==> config.mk <==
export PLATFORM = sky130hd
export DESIGN_NAME = n_term_single2_cfg_flat
export DESIGN_NICKNAME = d
export VERILOG_FILES = /design/src/rtl/n_term_cfg_pkg.sv /design/src/rtl/n_term_single2_cfg_if.sv /design/src/rtl/n_term_turn_mux.sv /design/src/rtl/n_term_single2_cfg.sv /design/src/flat_wrapper.sv
export SDC_FILE = /design/constraint.sdc
export NUM_CORES = 1
export LEC_CHECK = 0
export BUFFER_PORTS_ARGS = -buffer_cell sky130_fd_sc_hd__buf_4
export CAP_MARGIN = 30
export CORE_ASPECT_RATIO = 1.5
export CORE_MARGIN = 10
export CORE_UTILIZATION = 38
export CTS_CLUSTER_DIAMETER = 100
export DETAILED_ROUTE_END_ITERATION = 8
export HOLD_SLACK_MARGIN = 0.15
export SETUP_SLACK_MARGIN = 0.15
export SLEW_MARGIN = 25
export SYNTH_ARGS = -nofsm -noshare
export SYNTH_HDL_FRONTEND = slang
export SYNTH_SLANG_ARGS = --single-unit
==> constraint.sdc <==
create_clock -name CLK -period 8.2 [get_ports CLK]
set_input_delay 1.64 -clock CLK [delete_from_list [all_inputs] [get_ports CLK]]
set_output_delay 1.64 -clock CLK [all_outputs]
set_load 0.05 [all_outputs]
==> src/rtl/n_term_cfg_pkg.sv <==
// ---------------------------------------------------------------------------
// n_term_cfg_pkg
// Shared definitions for the north-edge turnaround tile (n_term_single2_cfg):
//   - state_e    : configuration FSM states (IDLE / WRITE / COMMIT)
//   - NUM_FRAMES : number of shadow frames actually backed by storage
//   - sel_e      : 2-bit per-output turnaround select encodings
// ---------------------------------------------------------------------------
package n_term_cfg_pkg;

    // Only the first three frames of a column carry configuration for this tile.
    localparam int NUM_FRAMES = 3;

    typedef enum logic [1:0] {
        ST_IDLE   = 2'd0,
        ST_WRITE  = 2'd1,
        ST_COMMIT = 2'd2
    } state_e;

    // Per-output select: tie low, pass the same-index wire, pass the
    // next wire in the group (wrapping), or tie high.
    typedef enum logic [1:0] {
        SEL_ZERO = 2'd0,
        SEL_SAME = 2'd1,
        SEL_NEXT = 2'd2,
        SEL_ONE  = 2'd3
    } sel_e;

endpackage

==> src/rtl/n_term_single2_cfg_if.sv <==
// ---------------------------------------------------------------------------
// n_term_single2_cfg_if
// Frame configuration bus for n_term_single2_cfg.
//   FrameData   : frame payload (DataWidth bits)
//   FrameAddr   : frame index within the column (AddrWidth bits)
//   FrameValid  : frame offered by the loader
//   FrameReady  : tile can accept a frame this cycle
//   FrameCommit : request a shadow-to-active copy
//   ConfigBusy  : commit in progress
//   FrameErr    : one-cycle pulse after a frame with an unbacked address
// Modports: master = configuration loader, slave = tile.
// ---------------------------------------------------------------------------
interface n_term_single2_cfg_if #(
    parameter int DataWidth = 32,
    parameter int AddrWidth = 5
);
    logic [DataWidth-1:0] FrameData;
    logic [AddrWidth-1:0] FrameAddr;
    logic                 FrameValid;
    logic                 FrameReady;
    logic                 FrameCommit;
    logic                 ConfigBusy;
    logic                 FrameErr;

    modport master (
        output FrameData, FrameAddr, FrameValid, FrameCommit,
        input  FrameReady, ConfigBusy, FrameErr
    );

    modport slave (
        input  FrameData, FrameAddr, FrameValid, FrameCommit,
        output FrameReady, ConfigBusy, FrameErr
    );
endinterface

==> src/rtl/n_term_turn_mux.sv <==
// ---------------------------------------------------------------------------
// n_term_turn_mux
// Turnaround multiplexer for one wire group of Width bits.
//   src_i : northbound wires of the group
//   sel_i : 2-bit select per output, output i uses sel_i[2i+1:2i]
//   out_o : southbound wires of the group
// Select meanings: 0 = constant 0, 1 = src_i[i], 2 = src_i[(i+1) mod Width],
// 3 = constant 1.
// ---------------------------------------------------------------------------
module n_term_turn_mux
    import n_term_cfg_pkg::*;
#(
    parameter int Width = 4
) (
    input  logic [Width-1:0]   src_i,
    input  logic [2*Width-1:0] sel_i,
    output logic [Width-1:0]   out_o
);

    // src_next[i] holds src_i[(i+1) mod Width]: a one-place rotate right.
    logic [Width-1:0] src_next;

    assign src_next = {src_i[0], src_i[Width-1:1]};

    always_comb begin
        out_o = '0;
        for (int i = 0; i < Width; i++) begin
            case (sel_e'(sel_i[2*i +: 2]))
                SEL_ZERO: out_o[i] = 1'b0;
                SEL_SAME: out_o[i] = src_i[i];
                SEL_NEXT: out_o[i] = src_next[i];
                SEL_ONE:  out_o[i] = 1'b1;
                default:  out_o[i] = 1'b0;
            endcase
        end
    end

endmodule

==> src/rtl/n_term_single2_cfg.sv <==
// ---------------------------------------------------------------------------
// n_term_single2_cfg
// North-edge termination tile: turns northbound wires around into southbound
// wires under control of a 72-bit active configuration register, loaded from
// a 3 x 32-bit shadow store that is written through a frame bus.
// Ports:
//   CLK, RESET            : clock, asynchronous active-high reset
//   N1END/N2MID/N2END/N4END : northbound wires arriving at the top edge
//   S1BEG/S2BEG/S2BEGb/S4BEG : turned-around southbound wires
//   frame_bus (slave)     : frame load / commit handshake
// Build option: define N_TERM_REGISTERED_OUT_EN to register all S outputs
// (one cycle of latency, reset to 0); otherwise they are combinational.
// ---------------------------------------------------------------------------
module n_term_single2_cfg
    import n_term_cfg_pkg::*;
#(
    parameter int MaxFramesPerCol = 20,
    parameter int FrameBitsPerRow = 32,
    parameter int NoConfigBits    = 72
) (
    input  logic        CLK,
    input  logic        RESET,
    input  logic [3:0]  N1END,
    input  logic [7:0]  N2MID,
    input  logic [7:0]  N2END,
    input  logic [15:0] N4END,
    output logic [3:0]  S1BEG,
    output logic [7:0]  S2BEG,
    output logic [7:0]  S2BEGb,
    output logic [15:0] S4BEG,
    n_term_single2_cfg_if.slave frame_bus
);

    localparam int FrameIdxW = $clog2(NUM_FRAMES);

    state_e state_q, state_d;
    logic [NUM_FRAMES-1:0][FrameBitsPerRow-1:0] shadow_q, shadow_d;
    logic [NoConfigBits-1:0] active_q, active_d;
    logic frame_err_q, frame_err_d;

    logic frame_ready;
    logic config_busy;
    logic frame_accept;
    logic addr_is_shadow;
    logic addr_in_col;

    logic [3:0]  s1_beg_d;
    logic [7:0]  s2_beg_d;
    logic [7:0]  s2_begb_d;
    logic [15:0] s4_beg_d;

    assign addr_is_shadow = int'(frame_bus.FrameAddr) < NUM_FRAMES;
    assign addr_in_col    = int'(frame_bus.FrameAddr) < MaxFramesPerCol;

    // FSM: a commit request wins over frame traffic, and a frame offered in
    // the same cycle is still written, so the copy in COMMIT includes it.
    always_comb begin
        state_d      = state_q;
        frame_ready  = (state_q != ST_COMMIT);
        config_busy  = (state_q == ST_COMMIT);
        frame_accept = frame_bus.FrameValid && frame_ready;
        case (state_q)
            ST_IDLE: begin
                if (frame_bus.FrameCommit) begin
                    state_d = ST_COMMIT;
                end else if (frame_accept) begin
                    state_d = ST_WRITE;
                end
            end
            ST_WRITE: begin
                if (frame_bus.FrameCommit) begin
                    state_d = ST_COMMIT;
                end else if (!frame_bus.FrameValid) begin
                    state_d = ST_IDLE;
                end
            end
            ST_COMMIT: state_d = ST_IDLE;
            default:   state_d = ST_IDLE;
        endcase
    end

    // Frames outside the shadow store (whether still inside the column or
    // beyond it) are swallowed and flagged. The active copy takes the low
    // NoConfigBits of the flattened shadow; the remaining bits are spare.
    always_comb begin
        shadow_d    = shadow_q;
        active_d    = active_q;
        frame_err_d = 1'b0;
        if (frame_accept) begin
            if (addr_is_shadow && addr_in_col) begin
                shadow_d[frame_bus.FrameAddr[FrameIdxW-1:0]] = frame_bus.FrameData;
            end else begin
                frame_err_d = 1'b1;
            end
        end
        if (config_busy) begin
            active_d = NoConfigBits'(shadow_q);
        end
    end

    always_ff @(posedge CLK or posedge RESET) begin
        if (RESET) begin
            state_q     <= ST_IDLE;
            shadow_q    <= '0;
            active_q    <= '0;
            frame_err_q <= 1'b0;
        end else begin
            state_q     <= state_d;
            shadow_q    <= shadow_d;
            active_q    <= active_d;
            frame_err_q <= frame_err_d;
        end
    end

    assign frame_bus.FrameReady = frame_ready;
    assign frame_bus.ConfigBusy = config_busy;
    assign frame_bus.FrameErr   = frame_err_q;

    n_term_turn_mux #(.Width(4)) u_mux_s1 (
        .src_i (N1END),
        .sel_i (active_q[7:0]),
        .out_o (s1_beg_d)
    );

    n_term_turn_mux #(.Width(8)) u_mux_s2 (
        .src_i (N2END),
        .sel_i (active_q[23:8]),
        .out_o (s2_beg_d)
    );

    n_term_turn_mux #(.Width(8)) u_mux_s2b (
        .src_i (N2MID),
        .sel_i (active_q[39:24]),
        .out_o (s2_begb_d)
    );

    n_term_turn_mux #(.Width(16)) u_mux_s4 (
        .src_i (N4END),
        .sel_i (active_q[71:40]),
        .out_o (s4_beg_d)
    );

`ifdef N_TERM_REGISTERED_OUT_EN
    logic [3:0]  s1_beg_q;
    logic [7:0]  s2_beg_q;
    logic [7:0]  s2_begb_q;
    logic [15:0] s4_beg_q;

    always_ff @(posedge CLK or posedge RESET) begin
        if (RESET) begin
            s1_beg_q  <= '0;
            s2_beg_q  <= '0;
            s2_begb_q <= '0;
            s4_beg_q  <= '0;
        end else begin
            s1_beg_q  <= s1_beg_d;
            s2_beg_q  <= s2_beg_d;
            s2_begb_q <= s2_begb_d;
            s4_beg_q  <= s4_beg_d;
        end
    end

    assign S1BEG  = s1_beg_q;
    assign S2BEG  = s2_beg_q;
    assign S2BEGb = s2_begb_q;
    assign S4BEG  = s4_beg_q;
`else
    assign S1BEG  = s1_beg_d;
    assign S2BEG  = s2_beg_d;
    assign S2BEGb = s2_begb_d;
    assign S4BEG  = s4_beg_d;
`endif

endmodule
==> src/flat_wrapper.sv <==
// flat-port wrapper written by rule: the top's interface ports become plain ports
module n_term_single2_cfg_flat import n_term_cfg_pkg::*;
#(
    parameter int MaxFramesPerCol = 20,
    parameter int FrameBitsPerRow = 32,
    parameter int NoConfigBits    = 72
)
  (CLK, RESET, N1END, N2MID, N2END, N4END, S1BEG, S2BEG, S2BEGb, S4BEG, frame_bus_FrameData, frame_bus_FrameAddr, frame_bus_FrameValid, frame_bus_FrameCommit, frame_bus_FrameReady, frame_bus_ConfigBusy, frame_bus_FrameErr);
  n_term_single2_cfg_if frame_bus_i ();
  input  logic CLK;
  input  logic RESET;
  input  logic [3:0] N1END;
  input  logic [7:0] N2MID;
  input  logic [7:0] N2END;
  input  logic [15:0] N4END;
  output logic [3:0] S1BEG;
  output logic [7:0] S2BEG;
  output logic [7:0] S2BEGb;
  output logic [15:0] S4BEG;
  input wire logic [$bits(frame_bus_i.FrameData)-1:0] frame_bus_FrameData;
  input wire logic [$bits(frame_bus_i.FrameAddr)-1:0] frame_bus_FrameAddr;
  input wire logic [$bits(frame_bus_i.FrameValid)-1:0] frame_bus_FrameValid;
  input wire logic [$bits(frame_bus_i.FrameCommit)-1:0] frame_bus_FrameCommit;
  output wire logic [$bits(frame_bus_i.FrameReady)-1:0] frame_bus_FrameReady;
  output wire logic [$bits(frame_bus_i.ConfigBusy)-1:0] frame_bus_ConfigBusy;
  output wire logic [$bits(frame_bus_i.FrameErr)-1:0] frame_bus_FrameErr;
  assign frame_bus_i.FrameData = frame_bus_FrameData;
  assign frame_bus_i.FrameAddr = frame_bus_FrameAddr;
  assign frame_bus_i.FrameValid = frame_bus_FrameValid;
  assign frame_bus_i.FrameCommit = frame_bus_FrameCommit;
  assign frame_bus_FrameReady = frame_bus_i.FrameReady;
  assign frame_bus_ConfigBusy = frame_bus_i.ConfigBusy;
  assign frame_bus_FrameErr = frame_bus_i.FrameErr;
  n_term_single2_cfg #(.MaxFramesPerCol(MaxFramesPerCol), .FrameBitsPerRow(FrameBitsPerRow), .NoConfigBits(NoConfigBits)) u_core (.CLK(CLK), .RESET(RESET), .N1END(N1END), .N2MID(N2MID), .N2END(N2END), .N4END(N4END), .S1BEG(S1BEG), .S2BEG(S2BEG), .S2BEGb(S2BEGb), .S4BEG(S4BEG), .frame_bus(frame_bus_i));
endmodule
==> run summary, run 1 <==
Number of synthesized register bits -> 147
HP Class -> flip-flop to flip-flop
Commonest non-fill, non-tap cells in the layout -> 218 x nand2_1, 147 x dfrtp_1, 119 x buf_4
DP Wirelength -> 10.2 mm
Final Setup Violations -> 0
Max cap viols -> 0
Post-route cell area -> 7800 um^2
Synth Warn # -> 0
Synth Area per Inst -> 10.6 um^2
Initial core utilization -> 39.0%
Worst Setup End Kind -> output pin
CTS sink cnt -> 147
Period utilisation layout -> 46.7%
Wirelength, routed -> 14.8 mm
Hold buffer count at cts -> 0
Count of cell types in the netlist -> 21
Synth area leaders -> dfrtp_1 60%, nand2_1 13%, mux2_4 9.8%
Initial DRC Count -> 213
Initial antenna violation count -> 0
PwrDens -> 281 nW/um^2
I/O Pins -> 116
Root buffer cell -> clkbuf_16
First-pass GRT wire length -> 24.6 mm
Peak VDD IR -> 129 uV
Reg area -> 3680 um^2
First-pass DRT Iterations -> 4
Pin count of the biggest net entering global routing -> 77
Final min period -> 3.83 ns
Global route total overflow -> 0
Worst-path maximum fanout -> 2
Cell area after synthesis -> 6150 um^2
Setup TNS -> 0 ns
Nets@finish -> 775
Vias per std cell -> 4.75
Resize count post-CTS -> 0
Die Wd -> 124 um
Die Span Y -> 176 um
Area leader, netlist -> dfrtp_1
Final Max Tran Viols -> 0
RSZ-0062 raised after global routing -> no
Residual DRC count -> 0
Clock skew -> 0.00692 ns
Fmax -> 261 MHz
WS Path Type -> primary input to output pin
Cts bufs inserted -> 17
Area after DPL -> 7180 um^2
Syn Inst Count -> 581
Row cnt -> 56
TritonCTS clock tree -> done
Die Footprint -> 21800 um^2
Syn_nets -> 658
Htree depth -> 4
Detailed-route via count -> 4339
Status -> completed
Core Region -> 15800 um^2
Post-CTS setup buffer count -> 0
Drt wl/cell -> 16.2 um
Longest Clk Path Bufs -> 2
Antenna diodes -> 0
Area of the multi-input gates -> 2340 um^2
Worst Path Arrival -> 2.19 ns
Post-synthesis sequential area ratio -> 59.8%
Clock Pin Slew Worst Setup and Hold Paths -> 0.06 ns
GPL Wtd Cong -> 0.723
Worst Tran Pin Value -> 0.873 ns
Port buffer count -> 115
Layout cells sized above 1 -> 32.3%
Share of the synthesized area in the top cell type -> 59.8%
Worst EP required -> 6.56 ns
Leakage power total -> 0.00421 uW
Via count of the first global-routing pass -> 4945
ANT nets after route -> 0
Worst slew margin relative to its limit -> 41.8%
Final hold vios -> 0
Fill count -> 1501
Startpoint types -> primary input
Area grow syn2layout -> 26.7%
Tot GR Track Use -> 14.2%
Clk_lat worst skew -> 0.41 ns
Most common library cell in the layout ignoring fill and taps -> nand2_1
-- flip-flops by register name, summed over array words and instances, names as in the netlist --
register	flops
u_core.active_q	72
u_core.state_q	2
u_core.shadow_q	72
u_core.frame_bus.FrameErr	1
-- critical path, cell delays in order --
cell,delay (ns)
buf_4,0.12
nor2_1,0.16
nor2_1,0.07
buf_4,0.19
-- cells by family (layout without fill, tap and decap cells) --
kind of cell | after synthesis | after routing | synth area share, %
flip-flops | 147 | 147 | 59.8
buffers and inverters | 24 | 154 | 2.24
multiplexers | 72 | 72 | 15.6
AO/OA/AOI/OAI | 37 | 37 | 3.01
AND/OR/NAND/NOR | 301 | 301 | 19.4
-- Yosys cell counts --
cell / instances
a21oi_1: 37
and4bb_2: 1
buf_1: 7
buf_2: 2
buf_6: 6
clkbuf_1: 7
dfrtp_1: 147
inv_1: 1
inv_2: 1
mux2_2: 32
mux2_4: 40
nand2_1: 218
nand2b_1: 1
nand3_2: 1
nand3_4: 1
nand4_2: 1
nor2_1: 73
nor2b_1: 2
nor3_1: 1
nor3b_1: 1
nor4b_2: 1
-- stage by stage --
stage | worst slack, ns | utilization [%] | std cells | total power [uW] | hold WS, ns
after CTS | 4.33 | 49.3 | 913 | 2220 | 0.465
after detailed placement | 4.32 | 45.5 | 881 | 1430 | 0.449
after floorplan | 2.61 | - | 581 | 1270 | 0.427
final | 4.37 | 49.5 | 914 | 2190 | 0.460
after global placement | 4.32 | 45.5 | 881 | 1420 | 0.442
after global routing | 4.33 | 49.5 | 914 | 2310 | 0.486
-- power breakdown --
| part | switching [uW] | internal (uW) | total (uW) |
|---|---|---|---|
| sequential | 85.8 | 861 | 947 |
| combinational | 275 | 190 | 466 |
| clock | 313 | 462 | 775 |
-- final cells by class --
cell class | count | share of cell area (%)
Sequential cell | 147 | 47.2
Multi-Input combinational cell | 410 | 30.0
Timing Repair Buffer | 120 | 11.8
Clock buffer | 20 | 5.73
Tap cell | 203 | 3.26
Clock inverter | 12 | 1.85
Inverter | 2 | 0.160
-- path summary, 6_finish.rpt --
| kind | startpoint | endpoint | slack, ns | cells past startpoint |
|---|---|---|---|---|
| min | u_core.shadow_q[68]$_DFFE_PP0P_ | u_core.active_q[68]$_DFFE_PP0P_ | 0.46 | 2 |
| max in group asynchronous | RESET | u_core.active_q[7]$_DFFE_PP0P_ | 5.75 | 4 |
| max | N2MID[0] | S2BEGb[7] | 4.37 | 4 |
| min in group asynchronous | RESET | u_core.shadow_q[61]$_DFFE_PP0P_ | 1.31 | 2 |
| max reg2reg | u_core.state_q[1]$_DFFE_PP0P_ | u_core.shadow_q[49]$_DFFE_PP0P_ | 5.61 | 4 |
| min reg2reg | u_core.shadow_q[68]$_DFFE_PP0P_ | u_core.active_q[68]$_DFFE_PP0P_ | 0.46 | 2 |
-- per-layer routing --
layer	up-vias	wire length (um)	GRT usage, %
met3	12	487	2.44
met4	0	230	5.77
met2	73	8060	25.6
li1	2099	-	-
met1	2155	6030	16.0
met5	-	0	0
(Power assumes the default switching activity.)
==> inputs of run 2 (changes only) <==
==> constraint.sdc (replaced) <==
create_clock -name CLK -period 3.78 [get_ports CLK]
set_input_delay 0.756 -clock CLK [delete_from_list [all_inputs] [get_ports CLK]]
set_output_delay 0.756 -clock CLK [all_outputs]
set_load 0.05 [all_outputs]
==> run 2 against run 1 <==
- first-iteration DRC count decreased by 18%
- critical path type is now flip-flop to output pin
- sequential power increased by 120%
- wire length decreased by 1.9%
- highest routed layer unchanged
- critical endpoint is now frame_bus_FrameReady
- critical path depth decreased by 1
==> run summary, run 2 (same netlist as run 1, synthesis figures left out) <==
DP Wirelength -> 10.0 mm (-2.0%)
Global route total overflow -> 0 (unchanged)
Worst EP required -> 3.02 ns (-3.54 ns)
Final Max Tran Viols -> 0 (unchanged)
Nets@finish -> 775 (unchanged)
Cts bufs inserted -> 17 (unchanged)
Final hold vios -> 0 (unchanged)
GPL Wtd Cong -> 0.748 (+3.5%)
Clock Pin Slew Worst Setup and Hold Paths -> 0.06 ns (about the same)
Clock share of power -> 37.2% (+1.8 points)
Top delay family on crit path -> buffers and inverters
Max cap viols -> 0 (unchanged)
Layout cells sized above 1 -> 32.5% (+0.19 points)
Hold buffer count at cts -> 0 (unchanged)
Area after DPL -> 7190 um^2 (+0.16%)
Resize count post-CTS -> 0 (unchanged)
WS Path Type -> flip-flop to output pin
Drt wl/cell -> 15.9 um (-1.8%)
Vias per std cell -> 4.75 (+0.16%)
Period utilisation layout -> 71.3%
Critical path's largest stage delay -> 0.65 ns (+0.46 ns)
Wirelength, routed -> 14.5 mm (-1.9%)
Antenna diodes -> 0 (unchanged)
Htree depth -> 4 (unchanged)
Core Region -> 15800 um^2 (unchanged)
Residual DRC count -> 0 (unchanged)
Clock skew -> 0.00815 ns (+0.00123 ns)
Critical path cell sequence -> nand2b_2 -> buf_4 -> buf_4
Sequential Power Share -> 42.0% (-1.3 points)
Internal power -> 3450 uW (+130%)
Commonest non-fill, non-tap cells in the layout -> 218 x nand2_1, 147 x dfrtp_1, 118 x buf_4
Startpoint types -> flip-flop
Initial antenna violation count -> 0 (unchanged)
Die Wd -> 124 um (unchanged)
Pin count of the biggest net entering global routing -> 148 (+92%)
Sw Ratio -> 29.3% (-1.5 points)
Gate power share -> 20.8% (-0.5 points)
NetSw -> 1430 uW (+110%)
Port buffer count -> 115 (unchanged)
Slowest CP cell -> buf_4
Buf/Inv on CP -> 2 (unchanged)
Initial core utilization -> 39.0% (unchanged)
TritonCTS clock tree -> done
Post-route cell area -> 7850 um^2 (+0.74%)
Initial DRC Count -> 174 (-18%)
Area grow syn2layout -> 27.6%
Final Setup Violations -> 0 (unchanged)
CTS sink cnt -> 147 (unchanged)
Worst Setup End Kind -> output pin
PwrDens -> 621 nW/um^2 (+120%)
Row cnt -> 56 (unchanged)
Die Span Y -> 176 um (unchanged)
Tot Pwr -> 4880 uW (+120%)
Peak VDD IR -> 268 uV (+110%)
RSZ-0062 raised after global routing -> no
Most common library cell in the layout ignoring fill and taps -> nand2_1
I/O Pins -> 116 (unchanged)
Detailed-route via count -> 4341 (+0.046%)
Worst Path Arrival -> 1.94 ns (-0.25 ns)
ANT nets after route -> 0 (unchanged)
Longest Clk Path Bufs -> 2 (unchanged)
Most used cell along the critical path -> buf_4
Status -> completed
Setup TNS -> 0 ns (unchanged)
Biggest regs -> u_core.active_q x72, u_core.shadow_q x72, u_core.state_q x2
Worst Tran Pin Value -> 0.835 ns (-0.0384 ns)
Clk_lat worst skew -> 0.41 ns (about the same)
Final min period -> 2.70 ns
Via count of the first global-routing pass -> 4748 (-4.0%)
Leakage power total -> 0.00424 uW (+0.75%)
Worst slew margin relative to its limit -> 44.4% (+2.6 points)
Tot GR Track Use -> 13.8% (-0.41 points)
Fmax -> 371 MHz
First-pass DRT Iterations -> 4 (unchanged)
First-pass GRT wire length -> 23.7 mm (-3.3%)
Worst-path maximum fanout -> 77 (+75)
Die Footprint -> 21800 um^2 (unchanged)
Post-CTS setup buffer count -> 0 (unchanged)
Final core utilization -> 49.8% (+0.37 points)
Root buffer cell -> clkbuf_16
HP Class -> flip-flop to flip-flop
-- run 2: cell types whose count changed in the layout (fill, tap and decap cells not counted) --
| cell | delta |
|---|---|
| clkinv_2 | +4 |
| clkbuf_1 | -2 |
| buf_4 | -1 |
| inv_6 | -5 |
| bufinv_16 | +3 |
| clkbuf_8 | -1 |
| buf_12 | +1 |
-- run 2: power by group through the flow --
stage | logic, uW | registers [uW] | clock network (uW)
after CTS | 1030 | 2050 | 1860
after detailed placement | 1030 | 2070 | 0
after global placement | 1010 | 2060 | 0
final | 1010 | 2050 | 1820
after global routing | 1110 | 2090 | 1920
after floorplan | 729 | 2020 | 0
-- run 2: final cells by class --
cell class	count	area (um^2)
Sequential cell	147	3680
Inverter	2	11.3
Fill cell	1466	7910
Clock buffer	17	425
Timing Repair Buffer	120	933
Multi-Input combinational cell	410	2340
Clock inverter	14	211
Tap cell	203	254
-- run 2: metal layers --
| metal | GRT usage [%] | share of wire (%) | up-vias |
|---|---|---|---|
| met2 | 23.8 | 53 | 105 |
| met1 | 15.8 | 40 | 2119 |
| li1 | - | - | 2098 |
| met3 | 3.63 | 5.0 | 19 |
| met5 | 0 | 0 | - |
| met4 | 5.29 | 1.7 | 0 |
-- run 2: stage by stage --
stage / hold WS (ns) / std cells / setup slack (ns)
2_1_floorplan: 0.427 / 581 / 1.18
3_3_place_gp: 0.443 / 881 / 0.942
3_5_place_dp: 0.447 / 881 / 0.857
4_1_cts: 0.461 / 912 / 1.07
5_1_grt: 0.483 / 913 / 0.959
6_report: 0.459 / 913 / 1.08
-- run 2: path summary, 6_finish.rpt --
path	from	depth (start not counted)	to	slack, ns
worst max-delay path	u_core.state_q[1]$_DFFE_PP0P_	3	frame_bus_FrameReady	1.08
worst min-delay path	u_core.shadow_q[37]$_DFFE_PP0P_	2	u_core.active_q[37]$_DFFE_PP0P_	0.46
worst max register to register	u_core.state_q[1]$_DFFE_PP0P_	4	u_core.shadow_q[49]$_DFFE_PP0P_	1.36
worst min register to register	u_core.shadow_q[37]$_DFFE_PP0P_	2	u_core.active_q[37]$_DFFE_PP0P_	0.46
max in group asynchronous	RESET	3	u_core.active_q[37]$_DFFE_PP0P_	2.62
min in group asynchronous	RESET	3	u_core.active_q[53]$_DFFE_PP0P_	0.57
-- run 2: worst min-delay path, cell delays in order (launching register included) --
cell     delay [ns]
dfrtp_1        0.34
nand2_1        0.05
nand2_1        0.04
==> inputs of run 3 (changes only) <==
==> constraint.sdc (replaced) <==
create_clock -name CLK -period 2.23 [get_ports CLK]
set_input_delay 0.446 -clock CLK [delete_from_list [all_inputs] [get_ports CLK]]
set_output_delay 0.446 -clock CLK [all_outputs]
set_load 0.05 [all_outputs]
==> run 3 against run 2 <==
- first-iteration DRC count grew 29%
- final area grew 0.53%
- total power grew 67%
- clock power grew 60%
- wire length grew 2.2%
- via count grew 0.69%
- final cell count grew 0.88%
- critical path depth grew 1
- combinational power grew 71%
- worst hold slack lost 0.27 ns
- core utilization grew 0.26 points
- critical path type unchanged
- largest cell class unchanged
- largest power group unchanged
==> run summary, run 3 (same netlist as run 1, synthesis figures left out) <==
Status -> completed
Tot Pwr -> 8120 uW (+67%)
Htree depth -> 4 (unchanged)
Pin count of the biggest net entering global routing -> 55 (-63%)
First-pass DRT Iterations -> 4 (unchanged)
Reg-to-Reg End -> u_core.shadow_q[15]$_DFFE_PP0P_
Nets@finish -> 782 (+0.90%)
ANT nets after route -> 0 (unchanged)
Worst EP required -> 1.78 ns (-1.24 ns)
Initial core utilization -> 39.0% (unchanged)
Area grow syn2layout -> 28.3%
Most common library cell in the layout ignoring fill and taps -> nand2_1
Global route total overflow -> 0 (unchanged)
Detailed-route via count -> 4371 (+0.69%)
Root buffer cell -> clkbuf_16
Min-Delay Path Depth -> 2 (unchanged)
Worst Setup End Kind -> output pin
Max cap viols -> 0 (unchanged)
I/O Pins -> 116 (unchanged)
Worst-path maximum fanout -> 37 (-52%)
DP Wirelength -> 10.7 mm (+7.3%)
FF-to-FF setup slack -> 0.45 ns (-0.91 ns)
PwrDens -> 1030 nW/um^2 (+66%)
Port buffer count -> 115 (unchanged)
Reg2reg start -> u_core.state_q[0]$_DFFE_PP0P_
Cts bufs inserted -> 17 (unchanged)
Post-route cell area -> 7900 um^2 (+0.53%)
HP Class -> primary input to flip-flop
Wirelength, routed -> 14.8 mm (+2.2%)
TritonCTS clock tree -> done
Final hold vios -> 0 (unchanged)
GPL Wtd Cong -> 0.752 (+0.47%)
Die Span Y -> 176 um (unchanged)
Area after DPL -> 7270 um^2 (+1.1%)
Clk_lat worst skew -> 0.42 ns (about the same)
Initial antenna violation count -> 0 (unchanged)
Antenna diodes -> 0 (unchanged)
Tot GR Track Use -> 14.0% (+0.20 points)
Drt wl/cell -> 16.1 um (+1.3%)
Startpoint types -> flip-flop
Die Wd -> 124 um (unchanged)
Fmax -> 499 MHz
Final min period -> 2.00 ns
Biggest regs -> u_core.active_q x72, u_core.shadow_q x72, u_core.state_q x2
Longest Clk Path Bufs -> 2 (unchanged)
WS Path Type -> flip-flop to output pin
WHS Endpoint -> u_core.state_q[0]$_DFFE_PP0P_
Period utilisation layout -> 89.9%
RSZ-0062 raised after global routing -> no
Final Setup Violations -> 0 (unchanged)
Via count of the first global-routing pass -> 4783 (+0.74%)
Leakage power total -> 0.00426 uW (+0.50%)
Clock skew -> 0.00680 ns (-0.00135 ns)
Layout cells sized above 1 -> 33.1% (+0.61 points)
Vias per std cell -> 4.75 (-0.18%)
Final Max Tran Viols -> 0 (unchanged)
Worst slew margin relative to its limit -> 59.9% (+16 points)
First-pass GRT wire length -> 23.9 mm (+0.53%)
Worst Path Arrival -> 1.56 ns (-0.38 ns)
Worst Tran Pin Value -> 0.602 ns (-0.233 ns)
Peak VDD IR -> 438 uV (+64%)
Row cnt -> 56 (unchanged)
CTS sink cnt -> 147 (unchanged)
Initial DRC Count -> 224 (+29%)
Commonest non-fill, non-tap cells in the layout -> 218 x nand2_1, 147 x dfrtp_1, 122 x buf_4
Hold path start -> frame_bus_FrameCommit
Residual DRC count -> 0 (unchanged)
Die Footprint -> 21800 um^2 (unchanged)
Path depth of the worst reg2reg path -> 4 (unchanged)
Clock Pin Slew Worst Setup and Hold Paths -> 0.06 ns (about the same)
Core Region -> 15800 um^2 (unchanged)
## run 3: cell count changes in the layout (fill, tap and decap cells not counted), sizes merged
cell	previous run	this run
clkinv	6	5
bufinv	5	3
inv	2	5
dlygate4sd3	0	1
buf	120	126
clkinvlp	3	4
## run 3: worst max path at each step
stage	start	to	slack, ns	depth (start not counted)
global placement	frame_bus_FrameValid	u_core.shadow_q[15]$_DFFE_PP0P_	0.40	5
floorplan	RESET	u_core.active_q[0]$_DFFE_PP0P_	-0.06	1
global route	u_core.state_q[0]$_DFFE_PP0P_	frame_bus_ConfigBusy	0.15	4
detailed placement	frame_bus_FrameValid	u_core.shadow_q[15]$_DFFE_PP0P_	0.36	5
finish	u_core.state_q[0]$_DFFE_PP0P_	frame_bus_ConfigBusy	0.23	4
CTS	u_core.state_q[1]$_DFFE_PP0P_	frame_bus_ConfigBusy	0.16	4
## run 3: timing repair
item	CTS	global route
hold buffers	1	0
setup endpoints to repair	1	1
hold endpoints to repair	17	0
resized for setup	2	1
gates cloned	0	0
buffers inserted	0	0
## run 3: metrics by stage
step | setup TNS (ns) | worst slack (ns) | utilization, % | instances | hold WS (ns)
after floorplan | -9.26 | -0.0630 | - | 581 | 0.427
after global placement | 0 | 0.399 | 46.1 | 888 | 0.442
after detailed placement | 0 | 0.360 | 46.1 | 888 | 0.454
after CTS | 0 | 0.156 | 50.0 | 921 | 0.172
after global routing | 0 | 0.151 | 50.1 | 921 | 0.173
final | 0 | 0.226 | 50.1 | 921 | 0.192
## run 3: cell type report
class,instances,area (um^2)
clock buffer,17,425
clock inverter,15,180
fill,1445,7870
inverter,2,11.3
multi-input combinational,410,2340
sequential,147,3680
tap,203,254
timing repair buffer,127,1010
## run 3: where the power goes
group          total, uW  switching [uW]  internal (uW)
logic               1730            1020            714
registers           3480             311           3170
clock network       2910            1140           1770
total               8120            2470           5650
## run 3: worst max-delay path: stages (launching register included)
cell and delay [ns]:
dfrtp_1 0.35, nand2b_2 0.28, buf_12 0.22, inv_2 0.08, buf_4 0.20
## run 3: routing by layer
metal / up-vias / routed length [um] / track usage, %
met5: - / 0 / 0
met4: 0 / 170 / 4.91
met3: 14 / 668 / 3.66
met2: 85 / 8000 / 24.8
met1: 2149 / 6010 / 15.7
li1: 2123 / - / -
